$ cat config.mk
export PLATFORM = sky130hd
export DESIGN_NAME = div_radix2_flat
export DESIGN_NICKNAME = d
export VERILOG_FILES = /design/src/rtl/div_pkg.sv /design/src/rtl/div_radix2_if.sv /design/src/rtl/div_radix2.sv /design/src/flat_wrapper.sv
export SDC_FILE = /design/constraint.sdc
export NUM_CORES = 1
export LEC_CHECK = 0
export CELL_PAD_IN_SITES_DETAIL_PLACEMENT = 0
export CELL_PAD_IN_SITES_GLOBAL_PLACEMENT = 2
export CORE_MARGIN = 2
export CORE_UTILIZATION = 34
export DETAILED_ROUTE_END_ITERATION = 10
export PLACE_DENSITY_LB_ADDON = 0.1
export SYNTH_ARGS = -nofsm -noshare
export SYNTH_HDL_FRONTEND = slang
export SYNTH_SLANG_ARGS = --single-unit
$ cat constraint.sdc
create_clock -name clk -period 5.35 [get_ports clk]
set_input_delay 1.07 -clock clk [delete_from_list [all_inputs] [get_ports clk]]
set_output_delay 1.07 -clock clk [all_outputs]
set_load 0.01 [all_outputs]
$ cat src/rtl/div_pkg.sv
// ---------------------------------------------------------------------------
// div_pkg
// Shared types and constants for the radix-2 restoring divider.
//   div_state_t   : divider FSM state encoding
//   DIV_ITERS     : number of quotient bits produced (one per BUSY cycle)
//   DIV_BY_ZERO_Q : quotient returned for any divide by zero
// ---------------------------------------------------------------------------
package div_pkg;
   typedef enum logic [1:0] {IDLE, BUSY, DONE} div_state_t;

   localparam int          DIV_ITERS     = 32;
   localparam logic [31:0] DIV_BY_ZERO_Q = 32'hFFFF_FFFF;
endpackage

$ cat src/rtl/div_radix2_if.sv
// ---------------------------------------------------------------------------
// div_radix2_if
// Request/response bundle between the execute stage (master) and the
// divider (slave).
//   valid, signed_div, a, b, annul : master -> divider
//   stall_div, ready, result       : divider -> master
// ---------------------------------------------------------------------------
interface div_radix2_if #(
   parameter int WIDTH = 32
);
   logic                 valid;
   logic                 signed_div;
   logic [WIDTH-1:0]     a;
   logic [WIDTH-1:0]     b;
   logic                 annul;
   logic                 stall_div;
   logic                 ready;
   logic [2*WIDTH-1:0]   result;

   modport master (
      output valid, signed_div, a, b, annul,
      input  stall_div, ready, result
   );

   modport slave (
      input  valid, signed_div, a, b, annul,
      output stall_div, ready, result
   );
endinterface

$ cat src/rtl/div_radix2.sv
// ---------------------------------------------------------------------------
// div_radix2
// Multi-cycle DIV/DIVU unit for the MIPS32 execute stage. Restoring radix-2
// division on operand magnitudes, one quotient bit per cycle, fixed latency
// of DIV_ITERS+1 cycles from acceptance to ready (1 cycle for divide by 0).
// Ports:
//   clk    : core clock, rising edge
//   resetn : asynchronous active-low reset
//   io     : div_radix2_if.slave
//            valid/signed_div/a/b sampled in IDLE, annul cancels in flight,
//            stall_div holds the pipeline, ready pulses with
//            result = {remainder (HI), quotient (LO)}
// WIDTH must equal DIV_ITERS.
// ---------------------------------------------------------------------------
module div_radix2
   import div_pkg::*;
#(
   parameter int WIDTH = 32
) (
   input  logic         clk,
   input  logic         resetn,
   div_radix2_if.slave  io
);

   localparam int CW = $clog2(DIV_ITERS);

   // Two's-complement magnitude, only for signed operands with sign bit set.
   function automatic logic [WIDTH-1:0] mag(input logic [WIDTH-1:0] x,
                                            input logic             sgn);
      return (sgn && x[WIDTH-1]) ? -x : x;
   endfunction

   div_state_t           state_q;
   logic [CW-1:0]        cnt_q;
   logic [WIDTH-1:0]     rem_q;
   logic [WIDTH-1:0]     quo_q;
   logic [WIDTH-1:0]     bmag_q;
   logic                 neg_q_q;
   logic                 neg_r_q;
   logic                 ready_q;
   logic [2*WIDTH-1:0]   result_q;

   logic                 accept;
   logic [WIDTH:0]       rem_sh;
   logic                 ge;
   logic [WIDTH-1:0]     rem_d;
   logic [WIDTH-1:0]     quo_d;

   assign accept = (state_q == IDLE) && io.valid && !io.annul;

   // One restoring step on {rem, quo}. The partial remainder is always
   // below |b|, so it fits in WIDTH bits; only the shifted value needs the
   // extra bit, and only for the compare. The low WIDTH bits of the
   // subtraction are exact whenever the compare succeeds.
   always_comb begin
      rem_sh = {rem_q, quo_q[WIDTH-1]};
      ge     = (rem_sh >= {1'b0, bmag_q});
      rem_d  = ge ? (rem_sh[WIDTH-1:0] - bmag_q) : rem_sh[WIDTH-1:0];
      quo_d  = {quo_q[WIDTH-2:0], ge};
   end

   always_ff @(posedge clk or negedge resetn) begin
      if (!resetn) begin
         state_q  <= IDLE;
         cnt_q    <= '0;
         rem_q    <= '0;
         quo_q    <= '0;
         bmag_q   <= '0;
         neg_q_q  <= 1'b0;
         neg_r_q  <= 1'b0;
         ready_q  <= 1'b0;
         result_q <= '0;
      end else begin
         case (state_q)
            IDLE: begin
               ready_q <= 1'b0;
               if (accept) begin
                  neg_q_q <= io.signed_div & (io.a[WIDTH-1] ^ io.b[WIDTH-1]);
                  neg_r_q <= io.signed_div & io.a[WIDTH-1];
                  rem_q   <= '0;
                  quo_q   <= mag(io.a, io.signed_div);
                  bmag_q  <= mag(io.b, io.signed_div);
                  cnt_q   <= '0;
                  if (io.b == '0) begin
                     result_q <= {io.a, DIV_BY_ZERO_Q};
                     ready_q  <= 1'b1;
                     state_q  <= DONE;
                  end else begin
                     state_q  <= BUSY;
                  end
               end
            end
            BUSY: begin
               if (io.annul) begin
                  state_q <= IDLE;
               end else begin
                  rem_q <= rem_d;
                  quo_q <= quo_d;
                  cnt_q <= cnt_q + 1'b1;
                  if (cnt_q == CW'(DIV_ITERS - 1)) begin
                     // Sign fix-up folded into the last iteration so the
                     // result register is ready together with the pulse.
                     result_q <= {neg_r_q ? -rem_d : rem_d,
                                  neg_q_q ? -quo_d : quo_d};
                     ready_q  <= 1'b1;
                     state_q  <= DONE;
                  end
               end
            end
            DONE: begin
               // ready was registered on entry; an annul here only matters
               // for the transition, which is back to IDLE regardless.
               ready_q <= 1'b0;
               state_q <= IDLE;
            end
            default: begin
               ready_q <= 1'b0;
               state_q <= IDLE;
            end
         endcase
      end
   end

   assign io.stall_div = accept || (state_q == BUSY);
   assign io.ready     = ready_q;
   assign io.result    = result_q;

endmodule

$ cat src/flat_wrapper.sv
// flat-port wrapper written by rule: the top's interface ports become plain ports
module div_radix2_flat import div_pkg::*;
#(
   parameter int WIDTH = 32
)
  (clk, resetn, io_valid, io_signed_div, io_a, io_b, io_annul, io_stall_div, io_ready, io_result);
  div_radix2_if #(.WIDTH(WIDTH)) io_i ();
  input  logic clk;
  input  logic resetn;
  input wire logic [$bits(io_i.valid)-1:0] io_valid;
  input wire logic [$bits(io_i.signed_div)-1:0] io_signed_div;
  input wire logic [$bits(io_i.a)-1:0] io_a;
  input wire logic [$bits(io_i.b)-1:0] io_b;
  input wire logic [$bits(io_i.annul)-1:0] io_annul;
  output wire logic [$bits(io_i.stall_div)-1:0] io_stall_div;
  output wire logic [$bits(io_i.ready)-1:0] io_ready;
  output wire logic [$bits(io_i.result)-1:0] io_result;
  assign io_i.valid = io_valid;
  assign io_i.signed_div = io_signed_div;
  assign io_i.a = io_a;
  assign io_i.b = io_b;
  assign io_i.annul = io_annul;
  assign io_stall_div = io_i.stall_div;
  assign io_ready = io_i.ready;
  assign io_result = io_i.result;
  div_radix2 #(.WIDTH(WIDTH)) u_core (.clk(clk), .resetn(resetn), .io(io_i));
endmodule
## After elaboration in Yosys (flattened, before gate mapping)

Index checks and enable logic that the tools add are counted.

- Register bits: 170
- Input bits: 69
- Output and inout port bits: 66

- $add $sub $neg: 6
- Multiplexer cells: 29
- Equality and inequality tests: 7
- Bitwise operators: 3
- Reduce and logical (&&, ||, !) cells: 14
- Order comparisons: 1

Operators with widths:

| cell | count |
|---|---|
| 32-bit 2-to-1 mux | 9 |
| 64-bit 2-to-1 mux | 4 |
| 32-bit negation | 4 |
| 32-bit one-hot mux with 2 select lines | 2 |
| 64-bit one-hot mux with 2 select lines | 1 |
| 33-bit by 32-bit >= comparator with 1-bit output | 1 |
| 32-bit logical NOT | 1 |
| 32-bit subtractor | 1 |
| 5-bit 2-to-1 mux | 2 |
| 5-bit one-hot mux with 2 select lines | 1 |
| 2-bit 2-to-1 mux | 4 |
| 2-bit AND reduction | 3 |
| 5-bit by 1-bit adder with 5-bit output, second input constant | 1 |
| 5-bit equality test, second input constant | 1 |
| 5-bit AND reduction | 1 |
| 1-bit logical AND | 4 |
| 1-bit 2-to-1 mux | 4 |
| 2-bit by 1-bit != test with 1-bit output, second input constant | 2 |
| 2-bit != test, second input constant | 2 |
| 2-bit one-hot mux with 2 select lines | 1 |
| 3-bit by 2-bit != test with 1-bit output, second input constant | 1 |
| 3-bit AND reduction | 1 |
| 1-bit bitwise AND | 2 |
| 2-bit by 1-bit equality test with 1-bit output, second input constant | 1 |
| other kinds (6) | 6 |

## Depth between registers and ports, before layout

Gate-level depths: netlist (run 1).

- Depth after elaboration: 7
- Mapped depth: 27
- Gate-level depth less buffers: 21

## Least setup slack after synthesis (run 1)

Ideal clock, no wire load.

- Path kind: register to register
- From: reg u_core.rem_q[19]
- To: reg u_core.result_q[62] (netlist: u_core.io.result[62])
- Period minus slack after synthesis: 4809 ps
- Path buffers: 6
- Data arrival time: 4732 ps
- Required time: 5273 ps
- Slack: 541 ps
- Stages on the path, launching flop included: 25
- Cell sequence: dfrtp_1 ha_1 clkbuf_1 a21oi_1 o21ai_1 a221oi_1 nand3_1 o22a_1 buf_4 inv_2 buf_2 buf_2 buf_1 o21ai_0 inv_1 ha_1 inv_1 nor4_1 nand4b_2 nor4_2 o2bb2a_4 buf_6 nor3b_1 mux2_1 a21oi_1

- Longest elaborated chain between the ends: 7
- Elaborated cells on any way between the ends: 8

Ends and longest elaborated chain:

| what | line | RTL |
|---|---|---|
| from (decl) | div_radix2.sv:35 | `logic [WIDTH-1:0] rem_q;` |
| from (signal assigned) | div_radix2.sv:97 | `rem_q <= rem_d;` |
| 32-bit subtractor / 33-bit by 32-bit >= comparator with 1-bit output (equally long branches) | div_radix2.sv:58, div_radix2.sv:57 |  |
| 32-bit 2-to-1 mux (*) | div_radix2.sv:58 | `rem_d = ge ? (rem_sh[WIDTH-1:0] - bmag_q) : rem_sh[WIDTH-1:0];` |
| 32-bit negation | div_radix2.sv:103 | `result_q <= {neg_r_q ? -rem_d : rem_d,` |
| 32-bit 2-to-1 mux (*) | div_radix2.sv:103 |  |
| 64-bit 2-to-1 mux (*) | div_radix2.sv:100 | `if (cnt_q == CW'(DIV_ITERS - 1)) begin` |
| 64-bit 2-to-1 mux (*) | div_radix2.sv:94 | `if (io.annul) begin` |
| 64-bit one-hot mux with 2 select lines (*) | div_radix2.sv:74 | `case (state_q)` |
| to (signal assigned) | div_radix2.sv:85 | `result_q <= {io.a, DIV_BY_ZERO_Q};` |
| to (signal assigned) | div_radix2.sv:103 |  |
| to (decl) | div_radix2.sv:41 | `logic [2*WIDTH-1:0] result_q;` |

Mark *: on every way between the ends. The rest lies on a longest branch, timed or not. The select of a mux whose other input is x is not followed.
A chain may end at the register's enable or synchronous reset.

## Worst setup path after layout (run 1)

- From: reg u_core.rem_q[25]
- To: reg u_core.result_q[28] (netlist: u_core.io.result[28])

- Longest elaborated chain between the ends: 6

Ends and longest elaborated chain:

| what | line | RTL |
|---|---|---|
| 33-bit by 32-bit >= comparator with 1-bit output | div_radix2.sv:57 | `ge = (rem_sh >= {1'b0, bmag_q});` |
| 32-bit negation | div_radix2.sv:104 | `neg_q_q ? -quo_d : quo_d};` |
| 32-bit 2-to-1 mux | div_radix2.sv:104 |  |
| 64-bit 2-to-1 mux | div_radix2.sv:100 |  |
| 64-bit 2-to-1 mux | div_radix2.sv:94 |  |
| 64-bit one-hot mux with 2 select lines | div_radix2.sv:74 |  |

No other way between the ends. The select of a mux whose other input is x is not followed.

==> out/metrics.cfg, run 1 <==
[synthesis]
yosysWarnings=0
ys_seq_elements=170
synth_top_family_by_area=compound AO/OA/AOI/OAI gates
muxShareOfSynthArea=0.01896
ys_async_sr_fraction=1.000
avgSynthCellArea_um2=7.839
synthFlopType=dfrtp_1
synthCells=1574
ys_top_cells_by_area=dfrtp_1 34%, o21ai_0 6.9%, nand2_1 6.5%
yosysTopAreaCellShare=0.3448
synth-edff-count=0
synth.net_count=1682
ys_seq_area_frac=0.3448
synth_compound_area_frac=0.2445
syn-cell-area_mm2=0.01234
yosysTopAreaCell=dfrtp_1
synth.distinct_cells=86
synth-simple-area-share=0.2128
synth_fa_ha_area_frac=0.04015
synthXorXnorAreaFrac=0.09014

[clock_network]
cts_max_path_buffers=2
cts_buffers=17
cts-resized-gates=0
hold_buffers=0
post-cts-setup-buffers=0
cts_tree=done
clock-root-buffer=clkbuf_16
clock_latency_ns=0.46
cts_sinks=170
clkTransAtPathRegs_ns=0.07
htree_levels=4

[placement]
dpl.hpwl_um=30460
portBuffers=134
routabilityCongestion=0.8613
place_area_mm2=0.01412
pre_cts_ws_ns=0.4684

[timing]
worst_slew_pin_slew_ns=1.073
final-hold-violation-count=0
layout_setup_ws_ns=0.5067
finalSetupViolations=0
fmax_mhz=206.5
fin_crit_ns=4.843
post-route-period-util=0.9053
hold_ws_ns=0.4794
clock_skew_ns=0.01597
fin_tns_setup_ns=0
rsz0062_at_grt=no
max_slew_margin=0.2829
finalMaxSlewViolations=0

[power]
vdd_drop_max_mv=0.2163
comb_power_share=0.310
power.switching_mw=1.527
p_seq_frac=0.372
power.total_mw=4.196
clockPowerShare=0.319
power_leakage_nw=6.090
p_sw_frac=0.3638
intPower_mw=2.670
powerDensity_mw_per_mm2=285.0

[final_layout]
drive_gt1_frac=0.05241
synthToLayoutAreaGrowth_pct=19.34
n_antenna_cell=0
fin_area_mm2=0.01473
fillCellCount=3713
nets=1774

[worst_hold_path]
min_path_cells=2
holdPathEnd=u_core.bmag_q[5]
worstHoldStart=u_core.bmag_q[5]
hp-class=reg2reg

[worst_setup_path]
start_kind=flop
r2r_slack_ns=0.51
crit_type=reg2reg
cp.required_ns=5.64
rr_endpoint=u_core.io.result[28]
cp_common_cell=buf_4
crit_chain=ha_1 -> a21oi_1 -> o21ai_1 -> a2111oi_1 -> buf_4 -> nand3_1 -> o22a_1 -> inv_2 -> buf_4 -> ha_1 -> nand3_1 -> o41ai_1 -> buf_4 -> nand2_1 -> a21oi_1 -> xor2_1 -> a31oi_1
worstSetupEndpointType=flop
path_max_fanout=59
r2r_start=u_core.rem_q[25]
arrival_ns=5.13
r2r_cells=17
critPathSlowestCell=buf_4
critPathMaxStageDelay_ns=0.55

[route]
vias=11426
wl_um=39810
drc=0
drt_iter0_drc=738
dr.pass1.iters=5
final_antenna_net_count=0
routed_via_density=5.339
avgRoutedWirePerCell_um=18.60

[die]
ios=135
die-height_um=194.5
dieArea_mm2=0.03783
rows=69
start_util=0.3461
core-area_mm2=0.03566
chipWidth_um=194.5

[grt]
grt_pass1_vias=10910
antenna_found_initial=0
grt_usage=0.2128
grt_max_degree=90
grt.overflow.total=0
grt_pass1_wl_um=63360

[run]
drv_cap=0

[run_status]
status=complete, no violations

==> cells in the final DEF, fill, tap and decap left out, types with 10 or more instances in the layout <==
cell type and count:
mux2i_1 20, nor2_1 157, o31ai_1 18, nand2_1 213
inv_1 60, nand4_1 14, o21ai_0 170, buf_4 22
and2_1 10, clkdlybuf4s50_1 133, nor4_1 16, or4_1 11
xnor2_1 53, nand3_1 21, or3_1 21, clkbuf_16 17
dfrtp_1 170, and3_1 14, o41ai_1 11, a21o_1 10
nor3_1 45, a21oi_1 156, o21ai_1 14, xor2_1 74
ha_1 38, a31oi_1 41
==> layout make-up <==
cell class / count / area (um^2) / share of cell area
inverter: 62 / 232.7 / 0.01580
clock buffer: 18 / 439.2 / 0.02982
sequential: 170 / 4254 / 0.2889
timing repair buffer: 158 / 1548 / 0.1051
clock inverter: 14 / 170.2 / 0.01156
multi-input combinational: 1257 / 7505 / 0.5096
tap: 461 / 576.8 / 0.03917
==> per-layer routing <==
metal  routed length (um)  GRT usage  up-vias
met2                18290     0.3412      227
met1                19640     0.3030     5375
met5                    0          0        -
met4                  639    0.05840        0
li1                     -          -     5787
met3                 1243    0.02464       37
==> power groups by stage <==
stage	clock [mW]	combinational (mW)	sequential (mW)
final	1.34	1.30	1.56
after global routing	1.42	1.46	1.58
after CTS	1.38	1.30	1.56
after detailed placement	0	1.30	1.59
after global placement	0	1.31	1.58
after floorplan	0	0.881	1.55
==> cells in the mapped netlist (14+ instances only) <==
master	n
mux2i_1	20
o21ai_1	14
clkbuf_1	56
nor4_1	16
dfrtp_1	170
a31oi_1	41
nand4_1	14
a21oi_1	156
nor3_1	45
nor2_1	159
nand3_1	22
ha_1	38
and3_1	14
inv_1	60
buf_2	21
xnor2_1	53
or3_1	21
o21ai_0	170
o31ai_1	18
xor2_1	74
nand2_1	213
==> cell families after synthesis <==
kind of cell    count (synthesis)
xor+xnor                      127
fa+ha+maj                      39
flops                         170
simple gates                  569
buf+inv                       147
compound gates                499
mux                            23
==> through the flow <==
step / instances / util
floorplan: 1574 / -
global placement: 2108 / 0.3959
detailed placement: 2108 / 0.3959
CTS: 2140 / 0.4130
global route: 2140 / 0.4130
finish: 2140 / 0.4130
==> worst max-delay path by stage <==
stage,startpoint,endpoint,slack (ns),cells after the start
after floorplan,u_core.rem_q[19],u_core.io.result[62],0.54,24
after global placement,io_b[8],u_core.io.result[61],0.52,12
after detailed placement,io_b[8],u_core.io.result[56],0.47,12
after CTS,u_core.rem_q[25],u_core.io.result[28],0.59,17
after global routing,u_core.rem_q[25],u_core.io.result[28],0.14,17
final,u_core.rem_q[25],u_core.io.result[28],0.51,17
==> critical path, delay by kind of cell (launching register included) <==
| kind | cells | cell delay (ns) |
|---|---|---|
| AO/OA/AOI/OAI | 7 | 1.73 |
| buffers and inverters | 4 | 1.14 |
| adder cells (fa/ha/maj) | 2 | 0.79 |
| flip-flops | 1 | 0.43 |
| AND/OR/NAND/NOR | 3 | 0.37 |
| XOR/XNOR | 1 | 0.17 |
==> state kept, by name, summed over array words and instances, names as in the netlist <==
signal and count:
u_core.io.ready 1, u_core.neg_q_q 1, u_core.neg_r_q 1, u_core.quo_q 32
u_core.cnt_q 5, u_core.state_q 2, u_core.bmag_q 32, u_core.rem_q 32
u_core.io.result 64
No activity file was read; power rests on OpenSTA's default activity.
==> run 2, diff against run 1 <==
CELL_PAD_IN_SITES_GLOBAL_PLACEMENT = 1   (was 2)
CORE_UTILIZATION = 43   (was 34)
REMOVE_ABC_BUFFERS = 1   (was not set)
==> out/metrics.cfg, run 2 (synthesis gave the netlist of run 1 again) <==
[grt]
grt_max_degree=91
antenna_found_initial=0
grt_usage=0.2346
grt.overflow.total=0
grt_pass1_wl_um=57060
grt_pass1_vias=10567

[placement]
routabilityCongestion=0.8921
dpl.hpwl_um=26770
portBuffers=134
pre_cts_ws_ns=0.5172
place_area_mm2=0.01399

[worst_setup_path]
start_kind=flop
critPathSlowestCell=a2111oi_1
worstSetupEndpointType=flop
path_max_fanout=8
arrival_ns=5.26
crit_chain=ha_1 -> a21oi_1 -> o21ai_1 -> a2111oi_1 -> nand3_1 -> o22a_1 -> inv_2 -> mux2i_1 -> ha_1 -> inv_1 -> nor4_1 -> nand4b_2 -> nor4_2 -> o2bb2a_4 -> nor3b_1 -> mux2_1 -> a21oi_1
crit_type=reg2reg
cp.required_ns=5.71
critPathMaxStageDelay_ns=0.67

[route]
vias=11321
avgRoutedWirePerCell_um=17.07
final_antenna_net_count=0
routed_via_density=5.498
drc=0
wl_um=35140
drt_iter0_drc=747
dr.pass1.iters=5

[die]
rows=62
ios=135
chipWidth_um=173.4
dieArea_mm2=0.03007
start_util=0.4334
die-height_um=173.4
core-area_mm2=0.02847

[worst_hold_path]
hp-class=reg2reg

[final_layout]
nets=1770
synthToLayoutAreaGrowth_pct=18.52
n_antenna_cell=0
final_core_util=0.5137
drive_gt1_frac=0.04955
layout_commonest_cell=nand2_1
final_cell_mix=213 x nand2_1, 170 x o21ai_0, 170 x dfrtp_1
largest_reg_flops=64
multi_input_area_mm2=0.007505
fillCellCount=2808
fin_area_mm2=0.01462
regArea_mm2=0.004254

[run]
drv_cap=0

[timing]
fin_tns_setup_ns=0
hold_ws_ns=0.4797
finalSetupViolations=0
layout_setup_ws_ns=0.4532
fmax_mhz=204.2
final-hold-violation-count=0
rsz0062_at_grt=no
finalMaxSlewViolations=0
max_slew_margin=0.2577
post-route-period-util=0.9153
fin_crit_ns=4.897
worst_slew_pin_slew_ns=1.085
clock_skew_ns=0.01066

[clock_network]
clock-root-buffer=clkbuf_16
clock_latency_ns=0.44
cts-resized-gates=0
post-cts-setup-buffers=0
clkTransAtPathRegs_ns=0.07
cts_buffers=17
hold_buffers=0
cts_max_path_buffers=2
htree_levels=4
cts_sinks=170
cts_tree=done

[run_status]
status=complete, no violations

[power]
powerDensity_mw_per_mm2=285.8
power_leakage_nw=6.079
vdd_drop_max_mv=0.2069

-- run 2: cell count changes in the layout (fill, tap and decap cells not counted), sizes merged --
cell	before	now
buf	25	21
clkinvlp	3	2
inv	65	64
clkbuf	18	19
bufinv	3	4
-- run 2: critical path, delay by kind of cell (launching register included) --
kind / cells / cell delay, ns
AOI/OAI and AO/OA: 6 / 1.67
adders and majority gates: 2 / 0.63
and+or+nand+nor: 5 / 1.22
muxes: 2 / 0.66
DFF: 1 / 0.42
buffers and inverters: 2 / 0.22
-- run 2: per-layer routing --
layer / GRT usage / routed length, um
met1: 0.3330 / 17300
met4: 0.04661 / 438
met2: 0.3823 / 16020
met5: 0 / 0
met3: 0.03487 / 1381
-- run 2: path summary, 6_finish.rpt --
kind / cells after the start / slack (ns) / endpoint / startpoint
hold / removal: 2 / 0.48 / u_core.io.result[38] / u_core.io.result[38]
setup / recovery: 17 / 0.45 / u_core.io.result[62] / u_core.rem_q[25]
min in group asynchronous: 1 / 0.68 / u_core.io.result[0] / resetn
max in group asynchronous: 2 / 3.72 / u_core.rem_q[24] / resetn
hold reg to reg: 2 / 0.48 / u_core.io.result[38] / u_core.io.result[38]
setup reg to reg: 17 / 0.45 / u_core.io.result[62] / u_core.rem_q[25]
-- run 2: layout make-up --
type | instances | share of cell area
Clock buffer | 19 | 0.03029
Tap cell | 384 | 0.03285
Clock inverter | 13 | 0.01309
Sequential cell | 170 | 0.2909
Multi-Input combinational cell | 1257 | 0.5132
Timing Repair Buffer | 154 | 0.1038
Inverter | 62 | 0.01591
-- run 2: power by group --
part           switching (mW)  total (mW)  leakage (nW)  internal (mW)
sequential              0.148        1.57          2.16           1.42
clock                   0.560        1.36         0.305          0.800
combinational           0.754        1.25          3.61          0.499
-- run 2: through the flow --
step / total power [mW] / instances
after floorplan: 2.412 / 1489
after global placement: 2.828 / 2027
after detailed placement: 2.836 / 2027
after CTS: 4.198 / 2059
after global routing: 4.433 / 2059
final: 4.180 / 2059
==> run 3, diff against run 2 <==
RECOVER_POWER = 100   (was not set)
==> out/metrics.cfg, run 3 (synthesis gave the netlist of run 1 again) <==
[run_status]
status=finished with violations
violations=capacitance limit, slew limit

[placement]
routabilityCongestion=0.8921
portBuffers=134
pre_cts_ws_ns=0.5172
dpl.hpwl_um=26770
placed_cells=2027

[clock_network]
post-cts-setup-buffers=0
cts_buffers=17
hold_buffers=0
clkTransAtPathRegs_ns=0.07
htree_levels=4
cts-resized-gates=0
cts_sinks=170
clock_latency_ns=0.44
cts_tree=done
cts_max_path_buffers=2
clock-root-buffer=clkbuf_16

[power]
power.switching_mw=1.459
vdd_drop_max_mv=0.2092
intPower_mw=2.705
comb_power_share=0.297
powerDensity_mw_per_mm2=286.0
p_sw_frac=0.3504
power_leakage_nw=6.129
clockPowerShare=0.327
p_seq_frac=0.376

[grt]
antenna_found_initial=0
grt_usage=0.2346
grt.overflow.total=0
grt_pass1_vias=10567
grt_max_degree=91
grt_pass1_wl_um=57060

[route]
avgRoutedWirePerCell_um=17.07
final_antenna_net_count=0
vias=11388
drc=0
dr.pass1.iters=6
drt_iter0_drc=730
routed_via_density=5.531
wl_um=35140

[final_layout]
fin_cells=2059
fillCellCount=2822
layout_commonest_cell=nand2_1
drive_gt1_frac=0.04478
largest_reg_flops=64
final_cell_mix=213 x nand2_1, 176 x o21ai_0, 170 x dfrtp_1
nets=1770
synthToLayoutAreaGrowth_pct=18.01
n_antenna_cell=0

[worst_setup_path]
start_kind=flop
path_max_fanout=26
arrival_ns=5.26
r2r_cells=15
crit_type=reg2reg
worstSetupEndpointType=flop
cp.required_ns=5.63

[timing]
fmax_mhz=200.8
post-route-period-util=0.9308
max_slew_margin=-1.546
hold_ws_ns=0.4727
final-hold-violation-count=0
fin_crit_ns=4.980
worst_slew_pin_slew_ns=3.819
rsz0062_at_grt=no
finalMaxSlewViolations=173
layout_setup_ws_ns=0.3703
clock_skew_ns=0.01091
finalSetupViolations=0

[worst_hold_path]
min_path_cells=2
hp-class=reg2reg

[run]
drv_cap=3

[die]
dieArea_mm2=0.03007
core-area_mm2=0.02847
die-height_um=173.4
ios=135
rows=62
chipWidth_um=173.4
start_util=0.4334

## run 3: cell count changes in the layout (fill, tap and decap cells not counted), sizes merged
cell / before / now
dlygate4sd2: 0 / 1
buf: 21 / 10
dlygate4sd3: 0 / 70
clkbuf: 19 / 29
clkdlybuf4s50: 133 / 63
## run 3: area by class of cell
class | instances | area [um^2] | share of cell area
multi-input cells | 1257 | 7486 | 0.5141
clock buffers | 19 | 442.9 | 0.03042
clock inverters | 13 | 191.4 | 0.01315
well taps | 384 | 480.5 | 0.03300
flip-flops and latches | 170 | 4254 | 0.2921
repair buffers | 154 | 1474 | 0.1012
inverters | 62 | 232.7 | 0.01598
## run 3: worst paths after layout
kind | start | endpoint | slack, ns
max | u_core.rem_q[25] | u_core.io.result[28] | 0.37
min | u_core.io.result[38] | u_core.io.result[38] | 0.47
max reg2reg | u_core.rem_q[25] | u_core.io.result[28] | 0.37
min reg2reg | u_core.io.result[38] | u_core.io.result[38] | 0.47
max in group asynchronous | resetn | u_core.rem_q[10] | 1.10
min in group asynchronous | resetn | u_core.io.result[0] | 2.09
## run 3: per-stage QoR
stage                     total power [mW]  utilization  cell area, um^2  setup TNS (ns)
after floorplan                      2.412            -            11970          -4.083
after global placement               2.828       0.4914            13990               0
after detailed placement             2.836       0.4914            13990               0
after CTS                            4.198       0.5137            14620               0
after global routing                 4.418       0.5115            14560               0
final                                4.164       0.5115            14560               0
## run 3: critical path, stage by stage (launching register included)
cell	delay, ns
dfrtp_1	0.42
ha_1	0.38
a21oi_1	0.18
o21ai_1	0.14
a2111oi_1	0.71
nand3_1	0.15
o22a_1	0.31
inv_2	0.13
clkbuf_2	0.50
ha_1	0.39
nand3_1	0.21
o41ai_1	0.61
nand2_1	0.22
a21oi_1	0.20
xor2_1	0.16
a31oi_1	0.09
## run 3: power by group through the flow
stage          Combinational (mW)  Sequential, mW  Clock [mW]
6_report                     1.24            1.57        1.36
2_1_floorplan               0.848            1.56           0
3_5_place_dp                 1.24            1.59           0
5_1_grt                      1.39            1.59        1.43
3_3_place_gp                 1.24            1.59           0
4_1_cts                      1.25            1.57        1.38
## run 3: routing by layer
layer,up-vias,track usage,routed length (um),part of all wire
met5,-,0,0,0
met4,0,0.04661,399,0.011
met3,29,0.03487,1387,0.039
met2,243,0.3823,16010,0.46
met1,5329,0.3330,17340,0.49
li1,5787,-,-,-
